File: src/rtl/pe_result_to_blockfp_pkg.sv
`default_nettype none
// ============================================================================
// Module  : pe_result_to_blockfp_pkg
// Brief   : Shared configuration type and helpers for the block-FP repacker.
// Revision: 1.0
// ============================================================================
package pe_result_to_blockfp_pkg;

    typedef struct packed {
        int RESULT_WIDTH;
        int RESULT_EXPONENT_WIDTH;
        int RESULT_MANTISSA_WIDTH;
        int RESULT_EXPONENT_BIAS;
        int EXPONENT_WIDTH;
        int EXPONENT_BIAS;
        int FEATURE_WIDTH;
    } pe_cfg_t;

    // fp16 results repacked into 8-bit block mantissas
    localparam pe_cfg_t PE_CFG_FP16_F8 = '{
        RESULT_WIDTH:          16,
        RESULT_EXPONENT_WIDTH: 5,
        RESULT_MANTISSA_WIDTH: 10,
        RESULT_EXPONENT_BIAS:  15,
        EXPONENT_WIDTH:        5,
        EXPONENT_BIAS:         15,
        FEATURE_WIDTH:         8
    };

    // Extra right shift that drops the fp mantissa onto the feature grid
    function automatic int blockfp_align_width(input pe_cfg_t cfg);
        return cfg.RESULT_MANTISSA_WIDTH - (cfg.FEATURE_WIDTH - 2);
    endfunction

endpackage
`default_nettype wire

File: src/rtl/pe_result_to_blockfp_if.sv
`default_nettype none
// ============================================================================
// Module  : pe_result_to_blockfp_if
// Brief   : Result-in / block-out handshake bundle for pe_result_to_blockfp.
// Revision: 1.0
// ============================================================================
interface pe_result_to_blockfp_if
    import pe_result_to_blockfp_pkg::*;
#(
    parameter pe_cfg_t cfg        = PE_CFG_FP16_F8,
    parameter int      BLOCK_SIZE = 8
);
    logic                                     i_valid;
    logic                                     i_ready;
    logic [cfg.RESULT_WIDTH-1:0]              i_result;
    logic                                     i_last;
    logic                                     o_valid;
    logic                                     o_ready;
    logic [cfg.EXPONENT_WIDTH-1:0]            o_exponent;
    logic [BLOCK_SIZE*cfg.FEATURE_WIDTH-1:0]  o_mantissa;
    logic [$clog2(BLOCK_SIZE+1)-1:0]          o_count;

    // master: result source and block sink; slave: the converter
    modport master (
        output i_valid, i_result, i_last, o_ready,
        input  i_ready, o_valid, o_exponent, o_mantissa, o_count
    );

    modport slave (
        input  i_valid, i_result, i_last, o_ready,
        output i_ready, o_valid, o_exponent, o_mantissa, o_count
    );

endinterface
`default_nettype wire

File: src/rtl/pe_result_to_blockfp_align.sv
`default_nettype none
// ============================================================================
// Module  : pe_result_to_blockfp_align
// Brief   : Aligns one fp result to a signed mantissa under a shared exponent.
// Revision: 1.0
// ============================================================================
module pe_result_to_blockfp_align
    import pe_result_to_blockfp_pkg::*;
#(
    parameter pe_cfg_t cfg = PE_CFG_FP16_F8
)
(
    input  logic [cfg.RESULT_WIDTH-1:0]          i_result,
    input  logic [cfg.EXPONENT_WIDTH-1:0]        i_exponent,
    output logic signed [cfg.FEATURE_WIDTH-1:0]  o_mantissa
);

    localparam int c_rw = cfg.RESULT_WIDTH;
    localparam int c_ew = cfg.RESULT_EXPONENT_WIDTH;
    localparam int c_mw = cfg.RESULT_MANTISSA_WIDTH;
    localparam int c_fw = cfg.FEATURE_WIDTH;
    localparam int c_aw = blockfp_align_width(cfg);

    logic              w_sign;
    logic [c_ew-1:0]   w_exp;
    logic [c_mw:0]     w_sig;
    logic [c_ew:0]     w_d;
    logic [c_fw-2:0]   w_mag;

    assign w_sign = i_result[c_rw-1];
    assign w_exp  = i_result[c_mw +: c_ew];
    assign w_sig  = {1'b1, i_result[c_mw-1:0]};
    assign w_d    = {1'b0, i_exponent} - {1'b0, w_exp};
    assign w_mag  = (c_fw-1)'((w_sig >> w_d) >> c_aw);

    // Zero/denormal inputs flush; shifts past the hidden bit give zero
    always_comb begin
        o_mantissa = '0;
        if (w_exp != '0 && 32'(w_d) <= 32'(c_mw)) begin
            o_mantissa = w_sign ? -{1'b0, w_mag} : {1'b0, w_mag};
        end
    end

endmodule
`default_nettype wire

File: src/rtl/pe_result_to_blockfp.sv
`default_nettype none
// ============================================================================
// Module  : pe_result_to_blockfp
// Brief   : Collects PE fp results into a block, then emits block-FP word.
// Revision: 1.0
// ============================================================================
module pe_result_to_blockfp
    import pe_result_to_blockfp_pkg::*;
#(
    parameter pe_cfg_t cfg        = PE_CFG_FP16_F8,
    parameter int      BLOCK_SIZE = 8
)
(
    input  logic                        clock,
    input  logic                        reset,
    pe_result_to_blockfp_if.slave       bus
);

    localparam int c_rw = cfg.RESULT_WIDTH;
    localparam int c_ew = cfg.EXPONENT_WIDTH;
    localparam int c_mw = cfg.RESULT_MANTISSA_WIDTH;
    localparam int c_fw = cfg.FEATURE_WIDTH;
    localparam int c_cw = $clog2(BLOCK_SIZE+1);
    localparam int c_kw = $clog2(BLOCK_SIZE);

    if (cfg.EXPONENT_WIDTH != cfg.RESULT_EXPONENT_WIDTH) begin : g_chk_exp_width
        $fatal(1, "pe_result_to_blockfp: EXPONENT_WIDTH != RESULT_EXPONENT_WIDTH");
    end
    if (cfg.EXPONENT_BIAS != cfg.RESULT_EXPONENT_BIAS) begin : g_chk_exp_bias
        $fatal(1, "pe_result_to_blockfp: EXPONENT_BIAS != RESULT_EXPONENT_BIAS");
    end
    if (cfg.FEATURE_WIDTH - 2 > cfg.RESULT_MANTISSA_WIDTH) begin : g_chk_feature_width
        $fatal(1, "pe_result_to_blockfp: FEATURE_WIDTH-2 > RESULT_MANTISSA_WIDTH");
    end
    if (BLOCK_SIZE < 2) begin : g_chk_block_size
        $fatal(1, "pe_result_to_blockfp: BLOCK_SIZE must be >= 2");
    end

    typedef enum logic [1:0] {
        ST_COLLECT = 2'd0,
        ST_CONVERT = 2'd1,
        ST_OUTPUT  = 2'd2
    } state_t;

    state_t                         r_state;
    logic [c_rw-1:0]                r_buf [BLOCK_SIZE];
    logic [c_cw-1:0]                r_count;
    logic [c_kw-1:0]                r_k;
    logic [c_ew-1:0]                r_max_exp;
    logic                           r_i_ready;
    logic                           r_o_valid;
    logic [c_ew-1:0]                r_o_exponent;
    logic [BLOCK_SIZE*c_fw-1:0]     r_o_mantissa;
    logic [c_cw-1:0]                r_o_count;

    logic                           w_accept;
    logic [c_ew-1:0]                w_in_exp;
    logic [c_cw-1:0]                w_count_next;
    logic signed [c_fw-1:0]         w_elem;

    assign w_accept     = (r_state == ST_COLLECT) && bus.i_valid;
    assign w_in_exp     = bus.i_result[c_mw +: c_ew];
    assign w_count_next = r_count + 1'b1;

    assign bus.i_ready    = r_i_ready;
    assign bus.o_valid    = r_o_valid;
    assign bus.o_exponent = r_o_exponent;
    assign bus.o_mantissa = r_o_mantissa;
    assign bus.o_count    = r_o_count;

    // Single aligner, walked across the buffer by r_k
    pe_result_to_blockfp_align #(
        .cfg        (cfg)
    ) u_align (
        .i_result   (r_buf[r_k]),
        .i_exponent (r_max_exp),
        .o_mantissa (w_elem)
    );

    // Buffer holds data only; stale slots beyond r_count are masked in CONVERT
    always_ff @(posedge clock) begin
        if (w_accept) begin
            r_buf[r_count[c_kw-1:0]] <= bus.i_result;
        end
    end

    always_ff @(posedge clock or posedge reset) begin
        if (reset) begin
            r_state      <= ST_COLLECT;
            r_count      <= '0;
            r_k          <= '0;
            r_max_exp    <= '0;
            r_i_ready    <= 1'b1;
            r_o_valid    <= 1'b0;
            r_o_exponent <= '0;
            r_o_mantissa <= '0;
            r_o_count    <= '0;
        end else begin
            case (r_state)
                ST_COLLECT: begin
                    if (w_accept) begin
                        r_count <= w_count_next;
                        if (w_in_exp > r_max_exp) begin
                            r_max_exp <= w_in_exp;
                        end
                        if (bus.i_last || w_count_next == c_cw'(BLOCK_SIZE)) begin
                            r_state   <= ST_CONVERT;
                            r_i_ready <= 1'b0;
                            r_k       <= '0;
                        end
                    end
                end
                ST_CONVERT: begin
                    r_o_mantissa[r_k*c_fw +: c_fw] <=
                        (c_cw'(r_k) < r_count) ? w_elem : '0;
                    if (r_k == c_kw'(BLOCK_SIZE-1)) begin
                        r_state      <= ST_OUTPUT;
                        r_o_valid    <= 1'b1;
                        r_o_exponent <= r_max_exp;
                        r_o_count    <= r_count;
                        r_k          <= '0;
                    end else begin
                        r_k <= r_k + 1'b1;
                    end
                end
                ST_OUTPUT: begin
                    if (bus.o_ready) begin
                        r_state   <= ST_COLLECT;
                        r_o_valid <= 1'b0;
                        r_i_ready <= 1'b1;
                        r_count   <= '0;
                        r_max_exp <= '0;
                    end
                end
                default: begin
                    r_state <= ST_COLLECT;
                end
            endcase
        end
    end

endmodule
`default_nettype wire

File: src/flat_wrapper.sv
// flat-port wrapper written by rule: the top's interface ports become plain ports
module pe_result_to_blockfp_flat import pe_result_to_blockfp_pkg::*;
#(
    parameter pe_cfg_t cfg        = PE_CFG_FP16_F8,
    parameter int      BLOCK_SIZE = 8
)
  (clock, reset, bus_i_valid, bus_i_result, bus_i_last, bus_o_ready, bus_i_ready, bus_o_valid, bus_o_exponent, bus_o_mantissa, bus_o_count);
  pe_result_to_blockfp_if #(.cfg(cfg), .BLOCK_SIZE(BLOCK_SIZE)) bus_i ();
  input  logic clock;
  input  logic reset;
  input wire logic [$bits(bus_i.i_valid)-1:0] bus_i_valid;
  input wire logic [$bits(bus_i.i_result)-1:0] bus_i_result;
  input wire logic [$bits(bus_i.i_last)-1:0] bus_i_last;
  input wire logic [$bits(bus_i.o_ready)-1:0] bus_o_ready;
  output wire logic [$bits(bus_i.i_ready)-1:0] bus_i_ready;
  output wire logic [$bits(bus_i.o_valid)-1:0] bus_o_valid;
  output wire logic [$bits(bus_i.o_exponent)-1:0] bus_o_exponent;
  output wire logic [$bits(bus_i.o_mantissa)-1:0] bus_o_mantissa;
  output wire logic [$bits(bus_i.o_count)-1:0] bus_o_count;
  assign bus_i.i_valid = bus_i_valid;
  assign bus_i.i_result = bus_i_result;
  assign bus_i.i_last = bus_i_last;
  assign bus_i.o_ready = bus_o_ready;
  assign bus_i_ready = bus_i.i_ready;
  assign bus_o_valid = bus_i.o_valid;
  assign bus_o_exponent = bus_i.o_exponent;
  assign bus_o_mantissa = bus_i.o_mantissa;
  assign bus_o_count = bus_i.o_count;
  pe_result_to_blockfp #(.cfg(cfg), .BLOCK_SIZE(BLOCK_SIZE)) u_core (.clock(clock), .reset(reset), .bus(bus_i));
endmodule
File: config.mk
export PLATFORM = sky130hd
export DESIGN_NAME = pe_result_to_blockfp_flat
export DESIGN_NICKNAME = d
export VERILOG_FILES = /design/src/rtl/pe_result_to_blockfp_pkg.sv /design/src/rtl/pe_result_to_blockfp_if.sv /design/src/rtl/pe_result_to_blockfp_align.sv /design/src/rtl/pe_result_to_blockfp.sv /design/src/flat_wrapper.sv
export SDC_FILE = /design/constraint.sdc
export NUM_CORES = 1
export LEC_CHECK = 0
export ABC_CLOCK_PERIOD_IN_PS = 7100
export BUFFER_PORTS_ARGS = -buffer_cell sky130_fd_sc_hd__buf_2
export CORE_MARGIN = 4
export CORE_UTILIZATION = 60
export CTS_BUF_LIST = sky130_fd_sc_hd__clkbuf_8
export DETAILED_ROUTE_END_ITERATION = 8
export PLACE_DENSITY = 0.82
export SYNTH_ARGS = -nofsm -noshare
export SYNTH_HDL_FRONTEND = slang
export SYNTH_SLANG_ARGS = --single-unit
File: constraint.sdc
create_clock -name clock -period 7.1 [get_ports clock]
set_clock_uncertainty 0.15 [all_clocks]
set_input_delay 0 -clock clock [delete_from_list [all_inputs] [get_ports clock]]
set_output_delay 0 -clock clock [all_outputs]
set_load 0.1 [all_outputs]
* After elaboration in Yosys (flattened, before gate mapping)
Memories as Yosys holds them, arrays and structs flattened. Cells that the tools add are included.
Word-level totals: register bits 89, bits in latches 0, memory bits (writable) 128, memory bits (read-only) 0, input port bits 21, output and inout bits 75, word-level logic and storage cells 74, memories kept 1
Memory list:
- u_core.r_buf | words 8, bits a word 16, rd ports 1, clocked after Yosys merged registers in 0, write ports 1, RTL line pe_result_to_blockfp.sv:46 | logic [c_rw-1:0] r_buf [BLOCK_SIZE];
Cells by class: add/subtract/negate cells 5, $mul 0, divide/modulo/power cells 0, $lt $le $gt $ge 3, eq/ne operators 9, shift operators 3, multiplexer cells 29, bitwise operators 0, reduce and logical (&&, ||, !) cells 15
Operators with widths (count):
- $bwmux 64 | 1
- $shift 8x34->64 const A | 1
- $shiftx 8x34->64 | 1
- $neg 6->34 | 1
- $mux 8 | 3
- $mux 5 | 3
- $reduce_and 4->1 | 3
- $shr 11x6->11 | 1
- $pmux 5 s2 | 1
- $mux 3 | 3
- $reduce_and 3->1 | 3
- $mux 2 | 4
- $mux 4 | 2
- $neg 7->8 | 1
- $pmux 4 s2 | 1
- $mux 1 | 7
- $le 6x4->1 const B | 1
- $ne 2x2->1 const B | 3
- $pmux 2 s3 | 1
- $pmux 3 s2 | 1
- $reduce_bool 2->1 | 3
- $sub 5x5->6 | 1
- $gt 5x5->1 | 1
- $reduce_bool 5->1 | 1
- other kinds (13) | 16

* Depth between registers and ports, before layout
An unclocked memory read counts as a cell.
depth after elaboration 9, gate-level depth with buffers 19

* Modules after synthesis
Synthesis repeated with hierarchy kept, for this count alone.
Unflattened totals: cell total of the unflattened synthesis 713, area, all modules 9517.9 um^2
By module, submodules not included:
- pe_result_to_blockfp | times used 1, cells each 613, area an instance 8859.7 um^2, sequential area each 6072.1 um^2
- pe_result_to_blockfp_align | times used 1, cells each 100, area an instance 658.1 um^2, sequential area each 0.0 um^2

* Least setup slack after synthesis
Ideal clock, no wire load.
kind register to register, start register u_core.r_k[0], end register u_core.r_o_mantissa[18] (netlist: u_core.bus.o_mantissa[18]), setup time 0.096 ns, arrival time 3.944 ns, data required time 6.854 ns, path slack 2.911 ns, stages on the path, launching flop included 17, period minus slack after synthesis 4.189 ns, cell sequence dfrtp_1 -> buf_6 -> buf_12 -> mux4_1 -> mux2i_1 -> ha_1 -> a21oi_1 -> a21oi_1 -> o221a_2 -> and3_1 -> a211oi_4 -> ha_1 -> nor2_1 -> xor2_1 -> or2_2 -> clkbuf_1 -> o31ai_1
Between the ends: cells in the longest elaborated chain, start to end 9
Ends and longest elaborated chain:
- from (decl) | RTL line pe_result_to_blockfp.sv:48 | logic [c_kw-1:0] r_k;
- from (signal assigned) | RTL line pe_result_to_blockfp.sv:123 | r_k <= r_k + 1'b1;
- $mem_v2 8x16
- $sub 5x5->6 | RTL line pe_result_to_blockfp_align.sv:33 | assign w_d = {1'b0, i_exponent} - {1'b0, w_exp};
- $shr 11x6->11 | RTL line pe_result_to_blockfp_align.sv:34 | assign w_mag = (c_fw-1)'((w_sig >> w_d) >> c_aw);
- $neg 7->8 | RTL line pe_result_to_blockfp_align.sv:40 | o_mantissa = w_sign ? -{1'b0, w_mag} : {1'b0, w_mag};
- $mux 8 | RTL line pe_result_to_blockfp_align.sv:40
- $mux 8 | RTL line pe_result_to_blockfp_align.sv:39 | if (w_exp != '0 && 32'(w_d) <= 32'(c_mw)) begin
- $mux 8 | RTL line pe_result_to_blockfp.sv:115 | (c_cw'(r_k) < r_count) ? w_elem : '0;
- $shiftx 8x34->64 | RTL line pe_result_to_blockfp.sv:114 | r_o_mantissa[r_k*c_fw +: c_fw] <=
- $bwmux 64 (*) | RTL line pe_result_to_blockfp.sv:114
- to (signal, indexed assignment) | RTL line pe_result_to_blockfp.sv:114
- to (decl) | RTL line pe_result_to_blockfp.sv:53 | logic [BLOCK_SIZE*c_fw-1:0] r_o_mantissa;
Every way passes the cells marked *; elsewhere a longest branch is shown, timed or not. A chain may end at the register's enable or synchronous reset.

* Worst setup path after layout
start register u_core.r_k[0], end register u_core.r_o_mantissa[22] (netlist: u_core.bus.o_mantissa[22])
The elaborated chain is that of the path after synthesis.

==> results.md <==
* # H-tree levels at 4
* Row count at between 40 and 50
* Maxcap violations at 0
* Die Span Y at 125 microns
* Fin. Hold Viols at 0
* Detailed router's first-iteration violation count at 528
* Total clock sinks at approximately 190
* Post-CTS Resized at 0
* First-pass GRT wire length at between 20 and 30 mm
* Pleak at 3.98 nW
* Worst VDD drop at ~0.23 mV
* Sequential area share after synthesis at 62.0%
* Syn Inst Count at 624
* Total Power Consumption at 4.15 mW
* Global-route usage over all layers at a little under a quarter
* # IOs at between 90 and 100
* Arrival time worst endpoint at approximately 5.4 ns
* EDFF count, synth at between 90 and 100
* Final Max Tran Viols at 0
* Slew @ Worst Pin at approximately 1.1 ns
* Drt pass-1 iters at 5
* CTS Buf Count at 17
* Drt total wl at between 15 and 20 mm
* Top post-synthesis cells by area: edfxtp_1 (35%), dfrtp_1 (27%), nand2_1 (4.7%)
* Final ANT Viol Nets at 0
* Outcome: complete, no violations
* RSZ-0062 raised after global routing: false
* Layout cells sized above 1 at 22.3%
* Core outline area at about 13000 sq um
* Reg2reg setup slack at between 1.5 and 2 ns
* Residual DRC at 0
* Largest net degree at the start of global routing at 90
* Setup TNS at 0 ns
* Clock Root Buffer: clkbuf_8
* GRT overflow at 0
* Area leader, netlist: edfxtp_1
* Worst rel slew slack at between 20% and 30%
* Yosys synthesis warning count at 0
* Hold WS at roughly 0.17 ns
* F_max at around 190 MHz
* Die area at roughly 16000 sq um
* Antenna Cells at 0
* Number of nets in the layout at roughly 780
* Post-synth top flop: edfxtp_1
* Crit Path Category: flop to flop
* Area Growth Syn to Fin at 13.4%
* Synth unique cells at 64
* Wire per inst at ~20 microns
* Worst-path clk slew at around 0.090 ns
* Syn Nets at about 670
* RD Place Congestion at roughly 0.9
* Number of global-route vias before repair at between 5000 and 6000
* Crit end category: flop
* Die width at between 100 and 150 microns
* IO Port Bufs at 91
* Top-area cell type share of the netlist area at 34.9%
* Share of synthesized flip-flops with an asynchronous set or reset at about half
* Seq cells post-synth at approximately 190
* Period utilisation layout at 74.1%
* Detailed Place HPWL at about 12 mm
* Final Setup Violations at 0
* CTS tree: built
* Hold WC Path Type: input port to flop
* PD cells at 444 nW/um^2
* Detail-routed via count per cell at slightly above 6
* Final min period at between 5 and 6 ns
* Antenna violations before repair at 0
* Initial Utilization at around three fifths
* Critical path data required time at 7.26 ns
* Clk buf depth at 2
* Clock latency on the worst-skew pair at 0.47 ns
* Mean Syn Cell Area at 13.2 sq um
* Cell Area, Synth at slightly above 8000 sq um
* Worst setup SP type: flop
* Via count at ~5600
* CP max FO at 18
flip-flops by register name (all words and copies together) (netlist names):
name	count
u_core.bus.o_count	4
u_core.bus.o_exponent	5
u_core.r_count	4
u_core.bus.o_valid	1
u_core.r_k	3
u_core.r_state	2
u_core.r_buf	96
u_core.r_max_exp	5
u_core.bus.o_mantissa	64
u_core.bus.i_ready	1
cells in the mapped netlist (2+ instances only):
| master | count |
|---|---|
| nand2_1 | 104 |
| edfxtp_1 | 96 |
| dfrtp_1 | 88 |
| o21ai_0 | 45 |
| nor2_1 | 29 |
| ha_1 | 22 |
| o31ai_1 | 20 |
| inv_1 | 17 |
| mux4_2 | 15 |
| mux2i_1 | 12 |
| nand3_1 | 12 |
| a21oi_1 | 11 |
| clkbuf_1 | 10 |
| or3_1 | 10 |
| mux4_1 | 9 |
| o21ai_1 | 8 |
| a22o_1 | 7 |
| buf_2 | 7 |
| nor3_1 | 7 |
| o221ai_1 | 7 |
| and2_1 | 6 |
| a21o_1 | 5 |
| xor2_1 | 5 |
| a31oi_1 | 4 |
| mux2_2 | 4 |
| nand2b_1 | 4 |
| or2_2 | 4 |
| a211o_1 | 3 |
| and3_1 | 3 |
| buf_6 | 3 |
| dlygate4sd1_1 | 3 |
| nor2b_1 | 3 |
| xnor2_1 | 3 |
| a41oi_1 | 2 |
| buf_12 | 2 |
| buf_4 | 2 |
| o2111ai_1 | 2 |
| o211a_1 | 2 |
| o211ai_1 | 2 |
| o22ai_1 | 2 |
through the flow:
| stage | util, % | worst slack [ns] | instances | cell area (sq um) |
|---|---|---|---|---|
| floorplan | - | 2.91 | 624 | 8250 |
| global placement | 66.1 | 2.10 | 875 | 8820 |
| detailed placement | 66.1 | 1.87 | 875 | 8820 |
| CTS | 70.1 | 1.87 | 924 | 9350 |
| global route | 70.1 | 1.51 | 924 | 9350 |
| finish | 70.1 | 1.84 | 924 | 9350 |
routing by layer:
metal / GRT usage [%] / up-vias / share of wire [%]
li1: - / 2540 / -
met1: 31.2 / 2780 / 41
met2: 39.0 / 259 / 49
met3: 5.59 / 45 / 6.1
met4: 9.31 / 0 / 3.2
met5: 0 / - / 0
cell families (layout without fill, tap and decap cells):
| kind of cell | after synthesis | count (layout) | synth area share, % |
|---|---|---|---|
| xor+xnor | 9 | 9 | 1.05 |
| compound gates | 130 | 130 | 10.6 |
| fa+ha+maj | 23 | 23 | 3.58 |
| buf+inv | 46 | 170 | 3.14 |
| mux | 42 | 42 | 9.42 |
| flops | 185 | 185 | 62.0 |
| simple gates | 189 | 189 | 10.3 |
power by group:
part           internal (mW)  leakage (nW)  switching [mW]
clock network          0.278         0.186           0.369
registers               1.25          2.07           0.122
logic                  0.658          1.72            1.48
cells in the final DEF, fill, tap and decap left out, drive strengths merged, types with 17 or more instances in the layout:
cell type	n
nand2	104
buf	102
edfxtp	96
dfrtp	88
o21ai	53
nor2	29
inv	25
mux4	24
ha	22
o31ai	20
clkbuf	17
dlygate4sd3	17
worst max-delay path: stages (launching register included):
cell and delay (ns):
dfrtp_1 0.96, mux4_1 0.67, mux2i_1 0.39, fa_1 0.34
nand3_1 0.14, and3_1 0.22, o221a_2 0.34, and3_1 0.21
a211oi_4 0.40, ha_1 0.26, a31oi_1 0.10, xor2_1 0.69
o21ai_0 0.23
final timing paths:
| check | endpoint | from | cells after the start |
|---|---|---|---|
| max in group asynchronous | u_core.bus.o_mantissa[62] | reset | 4 |
| worst min register to register | u_core.bus.o_mantissa[1] | u_core.bus.o_mantissa[1] | 1 |
| worst max-delay path | u_core.bus.o_mantissa[22] | u_core.r_k[0] | 12 |
| worst min-delay path | u_core.r_state[1] | bus_o_ready | 3 |
| worst max register to register | u_core.bus.o_mantissa[22] | u_core.r_k[0] | 12 |
| min in group asynchronous | u_core.bus.o_mantissa[44] | reset | 4 |
final cells by class:
type | count | area [sq um]
sequential | 185 | 5110
fill | 914 | 4000
multi-input combinational | 393 | 2880
timing repair buffer | 119 | 708
clock buffer | 17 | 234
tap | 176 | 220
clock inverter | 15 | 128
inverter | 19 | 72.6
timing repair:
action / in CTS / in global routing
buffers inserted: 0 / 0
hold buffers: 17 / 0
hold endpoints to repair: 199 / 0
No activity file was read; power rests on OpenSTA's default activity.
